--- src/rtl/alu_arbiter.sv ---
// alu_arbiter: shares one combinational 32-bit ALU between NREQ requesters.
// Each operation is granted in IDLE, executed for one cycle in EXEC and held
// in RESP until the owner accepts the result.
// Optional build macro: ALU_ARB_FIXED_PRIO_EN selects fixed priority (lowest index wins)
// instead of round-robin arbitration.
module alu_arbiter #(
  parameter int unsigned NREQ = 2
) (
  input  logic                 clk,
  input  logic                 reset,
  input  logic [NREQ-1:0]      req_valid,
  output logic [NREQ-1:0]      req_ready,
  input  logic [32*NREQ-1:0]   req_a,
  input  logic [32*NREQ-1:0]   req_b,
  input  logic [4*NREQ-1:0]    req_ctrl,
  output logic [NREQ-1:0]      resp_valid,
  input  logic [NREQ-1:0]      resp_ready,
  output logic [31:0]          resp_res,
  output logic                 resp_zero,
  output logic [31:0]          alu_a,
  output logic [31:0]          alu_b,
  output logic [3:0]           alu_ctrl,
  input  logic [31:0]          alu_res,
  input  logic                 alu_zero
);

  localparam int unsigned PtrW = (NREQ > 1) ? $clog2(NREQ) : 1;

  typedef enum logic [1:0] {StIdle, StExec, StResp} state_e;

  state_e            state_q;
  logic [PtrW-1:0]   ptr_q;
  logic [PtrW-1:0]   owner_q;
  logic [31:0]       op_a_q;
  logic [31:0]       op_b_q;
  logic [3:0]        op_ctrl_q;
  logic [31:0]       res_q;
  logic              zero_q;

  logic [PtrW-1:0]   win;
  logic              win_found;
  logic [PtrW-1:0]   ptr_next;

  // Pick the first valid requester, searching upward from the base index with wrap.
  always_comb begin
    int unsigned idx;
    idx       = 0;
    win       = '0;
    win_found = 1'b0;
    for (int unsigned k = 0; k < NREQ; k++) begin
`ifdef ALU_ARB_FIXED_PRIO_EN
      idx = k;
`else
      idx = (32'(ptr_q) + k) % NREQ;
`endif
      if (!win_found && req_valid[idx]) begin
        win_found = 1'b1;
        win       = PtrW'(idx);
      end
    end
  end

  // Pointer moves just past the owner once its response is accepted.
  always_comb begin
`ifdef ALU_ARB_FIXED_PRIO_EN
    ptr_next = '0;
`else
    ptr_next = (owner_q == PtrW'(NREQ - 1)) ? '0 : owner_q + 1'b1;
`endif
  end

  // Grant is combinational; suppressed while reset is asserted.
  always_comb begin
    req_ready = '0;
    if (state_q == StIdle && win_found && !reset) begin
      req_ready[win] = 1'b1;
    end
  end

  // Response valid is a one-hot decode of the owner while in RESP.
  always_comb begin
    resp_valid = '0;
    if (state_q == StResp) begin
      resp_valid[owner_q] = 1'b1;
    end
  end

  assign alu_a     = op_a_q;
  assign alu_b     = op_b_q;
  assign alu_ctrl  = op_ctrl_q;
  assign resp_res  = res_q;
  assign resp_zero = zero_q;

  // FSM and datapath registers; operands only change on a grant.
  always_ff @(posedge clk) begin
    if (reset) begin
      state_q   <= StIdle;
      ptr_q     <= '0;
      owner_q   <= '0;
      op_a_q    <= '0;
      op_b_q    <= '0;
      op_ctrl_q <= '0;
      res_q     <= '0;
      zero_q    <= 1'b0;
    end else begin
      case (state_q)
        StIdle: begin
          if (win_found) begin
            op_a_q    <= req_a[32*win +: 32];
            op_b_q    <= req_b[32*win +: 32];
            op_ctrl_q <= req_ctrl[4*win +: 4];
            owner_q   <= win;
            state_q   <= StExec;
          end
        end
        StExec: begin
          res_q   <= alu_res;
          zero_q  <= alu_zero;
          state_q <= StResp;
        end
        StResp: begin
          if (resp_ready[owner_q]) begin
            ptr_q   <= ptr_next;
            state_q <= StIdle;
          end
        end
        default: state_q <= StIdle;
      endcase
    end
  end

endmodule

--- config.mk ---
export PLATFORM = sky130hd
export DESIGN_NAME = alu_arbiter
export DESIGN_NICKNAME = d
export VERILOG_FILES = /design/src/rtl/alu_arbiter.sv
export SDC_FILE = /design/constraint.sdc
export NUM_CORES = 1
export LEC_CHECK = 0
export BUFFER_PORTS_ARGS = -buffer_cell sky130_fd_sc_hd__buf_4
export CORE_AREA = 2 2 108 110
export CTS_CLUSTER_SIZE = 25
export DETAILED_ROUTE_END_ITERATION = 7
export DIE_AREA = 0 0 110 112
export PLACE_DENSITY = 0.74
export SYNTH_ARGS = -nofsm -noshare
export SYNTH_HDL_FRONTEND = slang
export SYNTH_SLANG_ARGS = --single-unit
--- constraint.sdc ---
create_clock -name clk -period 2.15 [get_ports clk]
set_input_delay 0.1075 -clock clk [delete_from_list [all_inputs] [get_ports clk]]
set_output_delay 0.1075 -clock clk [all_outputs]
set_load 0.005 [all_outputs]
Yosys cells after proc, flatten, opt, wreduce, memory -nomap -nowiden
Index checks and enable logic that the tools add are counted.
{ "classes": {"n_addsub": 2, "n_mul": 0, "div_mod_pow": 0, "order_cmp": 6, "eq_ne": 4, "shift": 3, "n_mux": 20, "n_bitwise": 0, "reduce_logical": 11} }
{ "op_table": {"columns": ["op", "count"], "rows": [
  ["$shiftx 64x7->32", 2],
  ["$mux 1", 13],
  ["$lt 1x2->1 const B", 4],
  ["$mux 2", 4],
  ["$shiftx 8x4->4", 1],
  ["$pmux 2 s3", 1],
  ["$reduce_and 2->1", 3],
  ["$logic_and 1x1->1", 5],
  ["$add 1x1->1 const B", 2],
  ["$demux 1 s1", 2],
  ["$eq 2x1->1 const B", 1],
  ["$eq 2x2->1 const B", 1],
  ["$ge 1x1->1 const B", 2],
  ["$logic_not 1->1", 2],
  ["$logic_not 2->1", 1],
  ["$ne 2x1->1 const B", 1],
  ["$ne 2x2->1 const B", 1]
]} }
{ "totals": {"reg_bits": 105, "latchBits": 0, "ram_bits": 0, "rom_bits": 0, "input_bits": 175, "out_inout_bits": 105, "wordCells": 54, "mem_count": 0} }

Depth between registers and ports, before layout
{ "depth": {"depth_word": 11, "depth_mapped": 8, "ltp_nobuf": 4} }

Least setup slack after synthesis
Ideal clock, no wire load.
{ "synth_timing": {"path_type": "reg-to-reg", "from": "reg state_q[1]", "to": "reg op_b_q[3], in the netlist alu_b[3]", "setup_time_ps": 60, "arrival_time_ps": 1461, "t_required_ps": 2090, "setup_slack_ps": 629, "stages_incl_launch_ff": 7, "path_buffers": 2, "period_less_slack_ps": 1521, "path_cell_list": "dfxtp_1 -> or3_4 -> a211oi_4 -> buf_4 -> buf_6 -> a22oi_1 -> nand2_1"} }
{ "synth_between": {"elab_chain_len": 2} }
{ "synth_rtl": {"columns": ["item", "line_no", "rtl"], "rows": [
  ["from (decl)", "31", "state_e state_q;"],
  ["from (signal assigned)", "97", "state_q <= StIdle;"],
  ["from (signal assigned)", "113", "state_q <= StExec;"],
  ["from (signal assigned)", "119", "state_q <= StResp;"],
  ["$logic_not 2->1", "106", "case (state_q)"],
  ["$reduce_and 2->1 (no source line)", null, null],
  ["to (signal assigned)", "110", "op_b_q <= req_b[32*win +: 32];"],
  ["to (decl)", "35", "logic [31:0] op_b_q;"]
]} }
Every way passes these cells.
A chain may end at the register's enable or synchronous reset.

Worst setup path after layout
{ "layout_timing": {"from": "reg state_q[1]", "to": "out req_ready[0]"} }
{ "layout_between": {"elab_chain_len": 4} }
{ "layout_rtl": {"columns": ["item", "line_no", "rtl"], "rows": [
  ["$logic_not 2->1", "75", "if (state_q == StIdle && win_found && !reset) begin"],
  ["$logic_and 1x1->1 (2 in a row)", "75", null],
  ["$mux 2", "75", null],
  ["to (decl)", "12", "output logic [NREQ-1:0] req_ready,"]
]} }
Every way passes these cells.

==> results.cfg <==
[worst_setup_path]
path_cells = or3_4 -> a211oi_4 -> buf_4 -> buf_4
regToRegSetupSlack_ns = 0.41
r2r-start = state_q[1]
reg2regPathDepth = 5
slowest_stage = or3_4
setup.worst_path.end_class = primary output
path_common_cell = buf_4
critPathMaxFanout = 33
start_kind = register
cp_top_family = buffers and inverters
r2r-end = alu_a[9]
worstPathBufferInverterCount = 2
cp_data_required_time_ns = 2.04
crit_type = register to primary output
cp.arrival_ns = 1.91
max_stage_delay_ns = 0.44

[pwr]
internal_power_w = 0.003590
vdd_drop_max_v = 0.0003756
pwr-share-seq = 0.467
p_per_area_nw_per_um2 = 656.7
power_switching_w = 0.001241
comb_power_share = 0.235
swShare = 0.2569
pwr-share-clk = 0.298
leakage_nw = 3.585

[floorplanning]
rows = 39
start_util = 0.3458
dieArea_um2 = 12320
die_height_um = 112
ios = 280
fp.coreArea_um2 = 11170
die_w_um = 110

[logic_synthesis]
synth_top_area_cell = dfxtp_1
syn_area_um2 = 3864
ys_seq_area_frac = 0.5440
ys_ff_latch = 105
synth_cells = 464
synth_area_leaders = dfxtp_1, nand2_1, a22oi_1, a21oi_1, clkbuf_1
synth_nets = 639
yosys.area.top_type_share = 0.5440
syn_area_per_cell_um2 = 8.327
yosysUniqueCellTypes = 23
synth.yosys.warnings = 0

[grt]
grt_antenna_before_repair = 0
met2_usage = 0.4364
grt_pass1_vias = 4886
top_usage_layer = met2
met3_usage = 0.05738
grt_usage = 0.2392
use_met1 = 0.2376
grt_overflow = 0
grt_pass1_wl_um = 23020
grt_start_max_net_pins = 43

[sta]
setup_viol = 0
fin_skew_ns = 0.007266
hold_viol = 0
slew_viol_final = 0
tns_ns = 0
min_period_ns = 2.020
worst_slew_margin_rel = 0.6783
worstMarginPinSlew_ns = 0.4826
fin_crit_sh = 0.9396
whs_ns = 0.006762
grt_setup_unrepaired = no
setup_ws_ns = 0.1299
fmax_mhz = 495.0

[placed_design]
pre_cts_slack_ns = 0.4317
gp_congestion = 0.8522
io_buffers = 279
dp_hpwl_um = 9374

[finish]
layout-drive-gt1-share = 0.3644
utilization = 0.6583
antenna_cells = 0
fin_nets = 1009
mostFrequentLayoutCells = buf_4, nand2_1, dlygate4sd3_1
layout_commonest_cell = buf_4
synthToLayoutAreaGrowth_pct = 90.38
fillers = 826

[hold_path]
hold_depth = 3
min_to = alu_b[24]
hold_class = primary input to register
hold_start = req_b[24]

[cts]
cts.hold.buffers_added = 106
cts_buffers = 9
clk_pin_slew_worst_paths_ns = 0.07
cts_root_buf = clkbuf_16
clock_latency_ns = 0.33
cts_max_path_buffers = 2
clock_sinks = 105
htree_levels = 3
cts_setup_buffers = 0
post_cts_resized = 0
cts_tree = built

[run]
cap_violations = 0

[detailed_routing]
drtPass1Iterations = 5
first_iter_violations = 277
wl_um = 15150
via_count = 4724
via_per_inst = 4.820
post_drt_wl_per_cell_um = 15.46
ant_nets = 0
route.detailed.drc = 0

[status]
status = finished, final reports clean
==> cell families after synthesis <==
logic type	after synthesis	share of synthesized area
AOI/OAI and AO/OA	108	0.1907
and+or+nand+nor	213	0.2166
buffers and inverters	36	0.04307
muxes	2	0.005505
DFF	105	0.5440
==> registers in the layout (all words and copies together) (netlist names) <==
name,flops
resp_zero,1
alu_a,32
alu_ctrl,4
ptr_q,1
owner_q,1
resp_res,32
alu_b,32
state_q,2
==> layout make-up <==
| type | count | area (um2) | area share |
|---|---|---|---|
| clock buffers | 11 | 232.7 | 0.03164 |
| multi-input cells | 323 | 1599 | 0.2174 |
| clock inverters | 3 | 20.02 | 0.002722 |
| inverters | 2 | 7.507 | 0.001021 |
| flip-flops and latches | 105 | 2102 | 0.2858 |
| well taps | 143 | 178.9 | 0.02432 |
| repair buffers | 393 | 3216 | 0.4371 |
==> worst register-to-register path: stages, from the launching register on <==
cell and delay, ns:
dfxtp_1 0.35, or3_4 0.44, a211oi_4 0.23, buf_4 0.38
a22oi_1 0.17, nand2_1 0.12
==> cells in the mapped netlist <==
master     count
a211oi_4       1
a21o_1         1
a21oi_1       35
a22o_1         1
a22oi_1       67
a2bb2oi_1      1
and2_1         1
buf_2          7
buf_4          2
buf_6          2
clkbuf_1      23
dfxtp_1      105
inv_1          2
mux2_2         1
mux2i_1        1
nand2_1      201
nand2b_1       1
nor2_1         4
nor2b_1        4
nor3b_4        1
o21ai_0        1
o31a_1         1
or3_4          1
==> metrics by stage <==
step | cell area (um2) | std cells | power (W)
floorplan | 3864 | 464 | 0.002631
global placement | 6042 | 860 | 0.003220
detailed placement | 6042 | 860 | 0.003249
CTS | 7356 | 980 | 0.004839
global route | 7356 | 980 | 0.005062
finish | 7356 | 980 | 0.004831
==> how the worst max path moves through the flow <==
stage | startpoint | endpoint | cells after the start
2_1_floorplan | state_q[1] | alu_b[3] | 6
3_3_place_gp | state_q[1] | alu_b[13] | 5
3_5_place_dp | state_q[1] | alu_b[21] | 5
4_1_cts | state_q[1] | req_ready[0] | 4
5_1_grt | state_q[1] | req_ready[0] | 4
6_report | state_q[1] | req_ready[0] | 4
==> routing by layer <==
metal  part of all wire  wire (um)  vias to the layer above
li1                   -          -                     2287
met1               0.36       5483                     2127
met3              0.070       1065                       59
met4              0.048        729                        0
met2               0.52       7871                      251
met5                  0          0                        -
==> power groups by stage <==
| stage | Sequential, W | Clock [W] | Combinational (W) |
|---|---|---|---|
| after detailed placement | 0.00229 | 0 | 0.000963 |
| final | 0.00225 | 0.00144 | 0.00114 |
| after floorplan | 0.00229 | 0 | 0.000341 |
| after CTS | 0.00225 | 0.00147 | 0.00112 |
| after global placement | 0.00228 | 0 | 0.000937 |
| after global routing | 0.00227 | 0.00156 | 0.00123 |
Note: power is estimated with default switching activity, not from simulation.
